[src/rtl/sfu_drain_pkg.sv]
// sfu_pkg: shared SFU constants and drain FSM states.
// Used by sfu_drain and its output interface.
package sfu_pkg;

  localparam int PSUM_BW = 16;
  localparam int NUM_REG = 16;
  localparam int SEL_W   = 4;
  localparam int ADDR_W  = 11;
  localparam int CNT_W   = SEL_W + 1;

  typedef enum logic [1:0] {
    IDLE,
    READ,
    SEND,
    DONE
  } drain_st_e;

endpackage

[src/rtl/sfu_drain_if.sv]
// sfu_drain_if: drained-word stream to the output SRAM writer.
// master = drain block, slave = SRAM writer.
interface sfu_drain_if;
  import sfu_pkg::*;

  logic                      out_valid;
  logic                      out_ready;
  logic signed [PSUM_BW-1:0] out_data;
  logic [ADDR_W-1:0]         out_addr;

  modport master (
    output out_valid,
    output out_data,
    output out_addr,
    input  out_ready
  );

  modport slave (
    input  out_valid,
    input  out_data,
    input  out_addr,
    output out_ready
  );

endinterface

[src/rtl/sfu_drain.sv]
// sfu_drain: walks the psum bank, streams words to SRAM, clears on accept.
// Optional SFU_DRAIN_RELU_EN rectifies each word at capture.
module sfu_drain
  import sfu_pkg::*;
(
  input  logic                      clk,
  input  logic                      reset,
  input  logic                      start,
  input  logic [4:0]                len,
  input  logic [ADDR_W-1:0]         base_addr,
  output logic                      busy,
  output logic                      done,
  output logic                      rd_en,
  output logic [SEL_W-1:0]          rd_sel,
  input  logic signed [PSUM_BW-1:0] rd_data,
  output logic                      clr_en,
  output logic [SEL_W-1:0]          clr_sel,
  sfu_drain_if.master               wr
);

  drain_st_e                 state_q;
  drain_st_e                 state_d;
  logic [CNT_W-1:0]          idx_q;
  logic [CNT_W-1:0]          n_q;
  logic [CNT_W-1:0]          n_d;
  logic [ADDR_W-1:0]         addr_q;
  logic signed [PSUM_BW-1:0] data_q;
  logic [ADDR_W-1:0]         oaddr_q;
  logic                      done_q;
  logic                      clr_en_q;
  logic [SEL_W-1:0]          clr_sel_q;
  logic signed [PSUM_BW-1:0] f_data;
  logic                      go;
  logic                      nop;
  logic                      hs;
  logic                      last;

  assign go   = (state_q == IDLE) && start && (len != '0);
  assign nop  = (state_q == IDLE) && start && (len == '0);
  assign hs   = (state_q == SEND) && wr.out_ready;
  assign last = (idx_q == n_q - CNT_W'(1));
  assign n_d  = (len > CNT_W'(NUM_REG)) ? CNT_W'(NUM_REG) : len;

`ifdef SFU_DRAIN_RELU_EN
  assign f_data = rd_data[PSUM_BW-1] ? '0 : rd_data;
`else
  assign f_data = rd_data;
`endif

  // Next-state decode for the drain walk.
  always_comb begin
    state_d = state_q;
    unique case (state_q)
      IDLE:    if (go) state_d = READ;
      READ:    state_d = SEND;
      SEND:    if (hs) state_d = last ? DONE : READ;
      DONE:    state_d = IDLE;
      default: state_d = IDLE;
    endcase
  end

  // State, counters, captured word and clear strobe.
  always_ff @(posedge clk or negedge reset) begin
    if (!reset) begin
      state_q   <= IDLE;
      idx_q     <= '0;
      n_q       <= '0;
      addr_q    <= '0;
      data_q    <= '0;
      oaddr_q   <= '0;
      done_q    <= 1'b0;
      clr_en_q  <= 1'b0;
      clr_sel_q <= '0;
    end else begin
      state_q  <= state_d;
      done_q   <= (state_d == DONE) || nop;
      clr_en_q <= hs;
      if (go) begin
        n_q    <= n_d;
        addr_q <= base_addr;
        idx_q  <= '0;
      end
      if (state_q == READ) begin
        data_q  <= f_data;
        oaddr_q <= addr_q;
      end
      if (hs) begin
        clr_sel_q <= idx_q[SEL_W-1:0];
        idx_q     <= idx_q + CNT_W'(1);
        addr_q    <= addr_q + ADDR_W'(1);
      end
    end
  end

  assign busy         = (state_q != IDLE);
  assign done         = done_q;
  assign rd_en        = (state_q == READ);
  assign rd_sel       = rd_en ? idx_q[SEL_W-1:0] : '0;
  assign clr_en       = clr_en_q;
  assign clr_sel      = clr_sel_q;
  assign wr.out_valid = (state_q == SEND);
  assign wr.out_data  = data_q;
  assign wr.out_addr  = oaddr_q;

endmodule

[src/flat_wrapper.sv]
// flat-port wrapper written by rule: the top's interface ports become plain ports
module sfu_drain_flat import sfu_pkg::*;
  (clk, reset, start, len, base_addr, busy, done, rd_en, rd_sel, rd_data, clr_en, clr_sel, wr_out_valid, wr_out_data, wr_out_addr, wr_out_ready);
  sfu_drain_if wr_i ();
  input  logic clk;
  input  logic reset;
  input  logic start;
  input  logic [4:0] len;
  input  logic [ADDR_W-1:0] base_addr;
  output logic busy;
  output logic done;
  output logic rd_en;
  output logic [SEL_W-1:0] rd_sel;
  input  logic signed [PSUM_BW-1:0] rd_data;
  output logic clr_en;
  output logic [SEL_W-1:0] clr_sel;
  output wire logic [$bits(wr_i.out_valid)-1:0] wr_out_valid;
  output wire logic [$bits(wr_i.out_data)-1:0] wr_out_data;
  output wire logic [$bits(wr_i.out_addr)-1:0] wr_out_addr;
  input wire logic [$bits(wr_i.out_ready)-1:0] wr_out_ready;
  assign wr_out_valid = wr_i.out_valid;
  assign wr_out_data = wr_i.out_data;
  assign wr_out_addr = wr_i.out_addr;
  assign wr_i.out_ready = wr_out_ready;
  sfu_drain u_core (.clk(clk), .reset(reset), .start(start), .len(len), .base_addr(base_addr), .busy(busy), .done(done), .rd_en(rd_en), .rd_sel(rd_sel), .rd_data(rd_data), .clr_en(clr_en), .clr_sel(clr_sel), .wr(wr_i));
endmodule
[config.mk]
export PLATFORM = sky130hd
export DESIGN_NAME = sfu_drain_flat
export DESIGN_NICKNAME = d
export VERILOG_FILES = /design/src/rtl/sfu_drain_pkg.sv /design/src/rtl/sfu_drain_if.sv /design/src/rtl/sfu_drain.sv /design/src/flat_wrapper.sv
export SDC_FILE = /design/constraint.sdc
export NUM_CORES = 1
export LEC_CHECK = 0
export ABC_CLOCK_PERIOD_IN_PS = 2500
export CAP_MARGIN = 20
export CORE_MARGIN = 2
export CORE_UTILIZATION = 30
export CTS_CLUSTER_DIAMETER = 120
export DETAILED_ROUTE_END_ITERATION = 16
export PLACE_DENSITY = 0.53
export SKIP_LAST_GASP = 1
export SLEW_MARGIN = 30
export SYNTH_ARGS = -nofsm -noshare
export SYNTH_HDL_FRONTEND = slang
export SYNTH_SLANG_ARGS = --single-unit
[constraint.sdc]
create_clock -name clk -period 2.5 [get_ports clk]
set_input_delay 0.25 -clock clk [delete_from_list [all_inputs] [get_ports clk]]
set_output_delay 0.25 -clock clk [all_outputs]
set_load 0.02 [all_outputs]
==> flow_summary.ini <==
[outcome]
status = finished, final reports clean

[critical_path]
cp.required_ns = 2.25
critPathKind = flip-flop to primary output
ff2ff_setup_slack_ns = 0.87
r2r_end = u_core.addr_q[10]
max_stage_delay_ns = 0.61
r2r_start = u_core.addr_q[0]
worst-r2r-cell-count = 5
critPathTopFamily = buffers and inverters
cp-end-kind = primary output
path_max_fanout = 10
cp_cell_sequence = nand2b_1 -> inv_1 -> and2_1 -> clkdlybuf4s50_1
cp-start-kind = flip-flop
worstPathArrival_ns = 2.04
worst_path_max_delay_cell = clkdlybuf4s50_1
critical_path_buf_inv_count = 2

[placed_design]
io_buffers = 75
post_dp_cell_area_um2 = 3460
gp_congestion = 0.833
place_ws_ns = 0.229
hpwl_um = 4500
dp.cells = 453

[floorplanning]
initial_core_util_pct = 31.2
rows = 33
io-pin-count = 76
die_x_um = 96.7
dieArea_um2 = 9350
core_um2 = 8260
die_h_um = 96.7

[cells_and_area]
n_fill_cell = 829
areaGrowthSynthToFinish_pct = 39.7
layout.nets = 395
fin_area_um2 = 3600
antenna_cells = 0
layout-drive-gt1-share_pct = 7.87
fin_cells = 461

[global_routing]
antenna_found_initial = 0
grtUsageTotal_pct = 13.8
grt_pass1_vias = 2150
grt_max_degree = 57
grt_pass1_wl_um = 10600
gr-total-overflow = 0

[yosys]
ys_ff_latch = 56
synth_enable_flop_cells = 0
async_reset_ff_share_pct = 100
synth_cells = 278
syn_area_per_cell_um2 = 9.28
synth_cell_type_count = 47
ys.flop_type = dfrtp_1
synth_common_cells = nand2_1 (107), dfrtp_1 (56), a21oi_1 (10)
yosysWarnings = 0
synthesis.area_um2 = 2580
synth_area_leaders = dfrtp_1 (54%), nand2_1 (16%), a21oi_1 (1.9%)
synth_top_area_share_pct = 54.3
synth.most_common_cell = nand2_1
synth_top_area_cell = dfrtp_1
ys_seq_area_share_pct = 54.3
syn-num-nets = 317

[detailed_routing]
wl_per_cell_um = 13.7
wirelength_um = 6330
routed-via-count = 2167
drc = 0
drt_iter0_markers = 61
antenna_left = 0
vias_per_cell = 4.70
first_pass_iters = 4

[timing]
slew_headroom_pct = 72.8
setup_violations = 0
fin_ws_ns = 0.211
finalHoldViolCount = 0
holdWs_ns = 0.456
tns_ns = 0
fmax_ghz = 0.437
finalCritPeriodShare_pct = 91.6
rsz0062_at_grt = false
maxSlewViolCount = 0
finClkSkew_ns = 0.00384
tightestPinTransition_ns = 0.408
period_needed_ns = 2.29

[power]
leakage_uw = 0.00167
peakVddDrop_mv = 0.370
powerDensity_nw_per_um2 = 1180

[clock_network]
cts_tree = done
clk_pin_slew_ns = 0.10
clk_latency_ns = 0.31
h-tree-depth = 2
root_buffer = clkbuf_8
clockBufferDepth = 2
cts_sinks = 56
cts_inserted_buffers = 5

[job]
maxCapViolations = 0

[worst_hold_path]
min_path_type = primary input to asynchronous set/reset pin
[metrics by stage]
| step | util [%] | power [µW] |
|---|---|---|
| CTS | 43.6 | 4310 |
| finish | 43.6 | 4250 |
| global route | 43.6 | 4570 |
| detailed placement | 42.0 | 3620 |
| global placement | 42.0 | 3580 |
| floorplan | - | 2740 |
[area by class of cell]
cell class,instances,area [µm²],area share (%)
inverter,7,26.3,0.729
tap,105,131,3.65
clock inverter,2,60.1,1.67
timing repair buffer,85,836,23.2
sequential,56,1400,38.9
multi-input combinational,201,1080,30.0
clock buffer,5,68.8,1.91
[logic make-up (layout without fill, tap and decap cells)]
kind of cell	after synthesis	count (layout)	synth area share [%]
AO/OA/AOI/OAI	40	40	11.0
XOR/XNOR	7	7	2.38
adder cells (fa/ha/maj)	3	3	1.46
buffers and inverters	21	99	3.78
flip-flops	56	56	54.3
multiplexers	2	2	0.825
AND/OR/NAND/NOR	149	149	26.2
[power by group]
part | internal (µW) | total [µW] | switching [µW]
logic | 916 | 1970 | 1050
registers | 1290 | 1600 | 312
clock network | 394 | 681 | 286
total | 2600 | 4250 | 1650
[routing by layer]
layer	vias up	global-route usage (%)	wire, µm
li1	1084	-	-
met5	-	0	0
met2	55	21.8	2960
met1	1023	18.7	3020
met3	5	3.32	291
met4	0	4.55	65
[flip-flops by register name, indices dropped and copies added (netlist names)]
name / count
u_core.wr.out_addr: 11
u_core.wr.out_data: 16
u_core.clr_sel: 4
u_core.n_q: 5
u_core.state_q: 2
u_core.clr_en: 1
u_core.idx_q: 5
u_core.done: 1
u_core.addr_q: 11
[placed cells by master, fill, tap and decap left out, types with 2 or more instances in the layout]
| cell type | n |
|---|---|
| buf_4 | 8 |
| nand2_1 | 107 |
| and3_1 | 4 |
| o221a_2 | 2 |
| xnor2_1 | 3 |
| inv_1 | 7 |
| a31oi_1 | 2 |
| bufinv_16 | 2 |
| o211ai_1 | 2 |
| clkbuf_8 | 5 |
| a21oi_1 | 10 |
| xor2_1 | 4 |
| clkdlybuf4s50_1 | 74 |
| nand3_1 | 5 |
| a311oi_1 | 2 |
| and2_1 | 6 |
| o21ai_0 | 9 |
| o32ai_1 | 2 |
| ha_1 | 3 |
| nor2_1 | 4 |
| nand3b_1 | 5 |
| o21a_1 | 2 |
| nor3_1 | 3 |
| nand4_1 | 5 |
| dfrtp_1 | 56 |
[worst register-to-register path, cell delays in order (launching register included)]
cell     delay [ns]
dfrtp_1        0.43
ha_1           0.19
and2_0         0.29
nand4_1        0.17
mux2_2         0.28
a21o_1         0.17
[worst max path at each step]
stage	startpoint	to	slack (ns)	cells past startpoint
after floorplan	u_core.state_q[0]	u_core.addr_q[10]	0.94	5
after global placement	len[4]	u_core.addr_q[7]	0.27	5
after detailed placement	len[4]	u_core.addr_q[7]	0.23	5
after CTS	u_core.state_q[1]	rd_sel[2]	0.20	4
after global routing	u_core.state_q[1]	rd_sel[2]	0.11	4
final	u_core.state_q[1]	rd_sel[2]	0.21	4
[what timing repair did]
action                                 CTS  global route
gates resized for setup                  0             0
setup buffers                            0             0
hold buffers                             1             0
endpoints found under the hold margin   56             0
(Power assumes the default switching activity.)
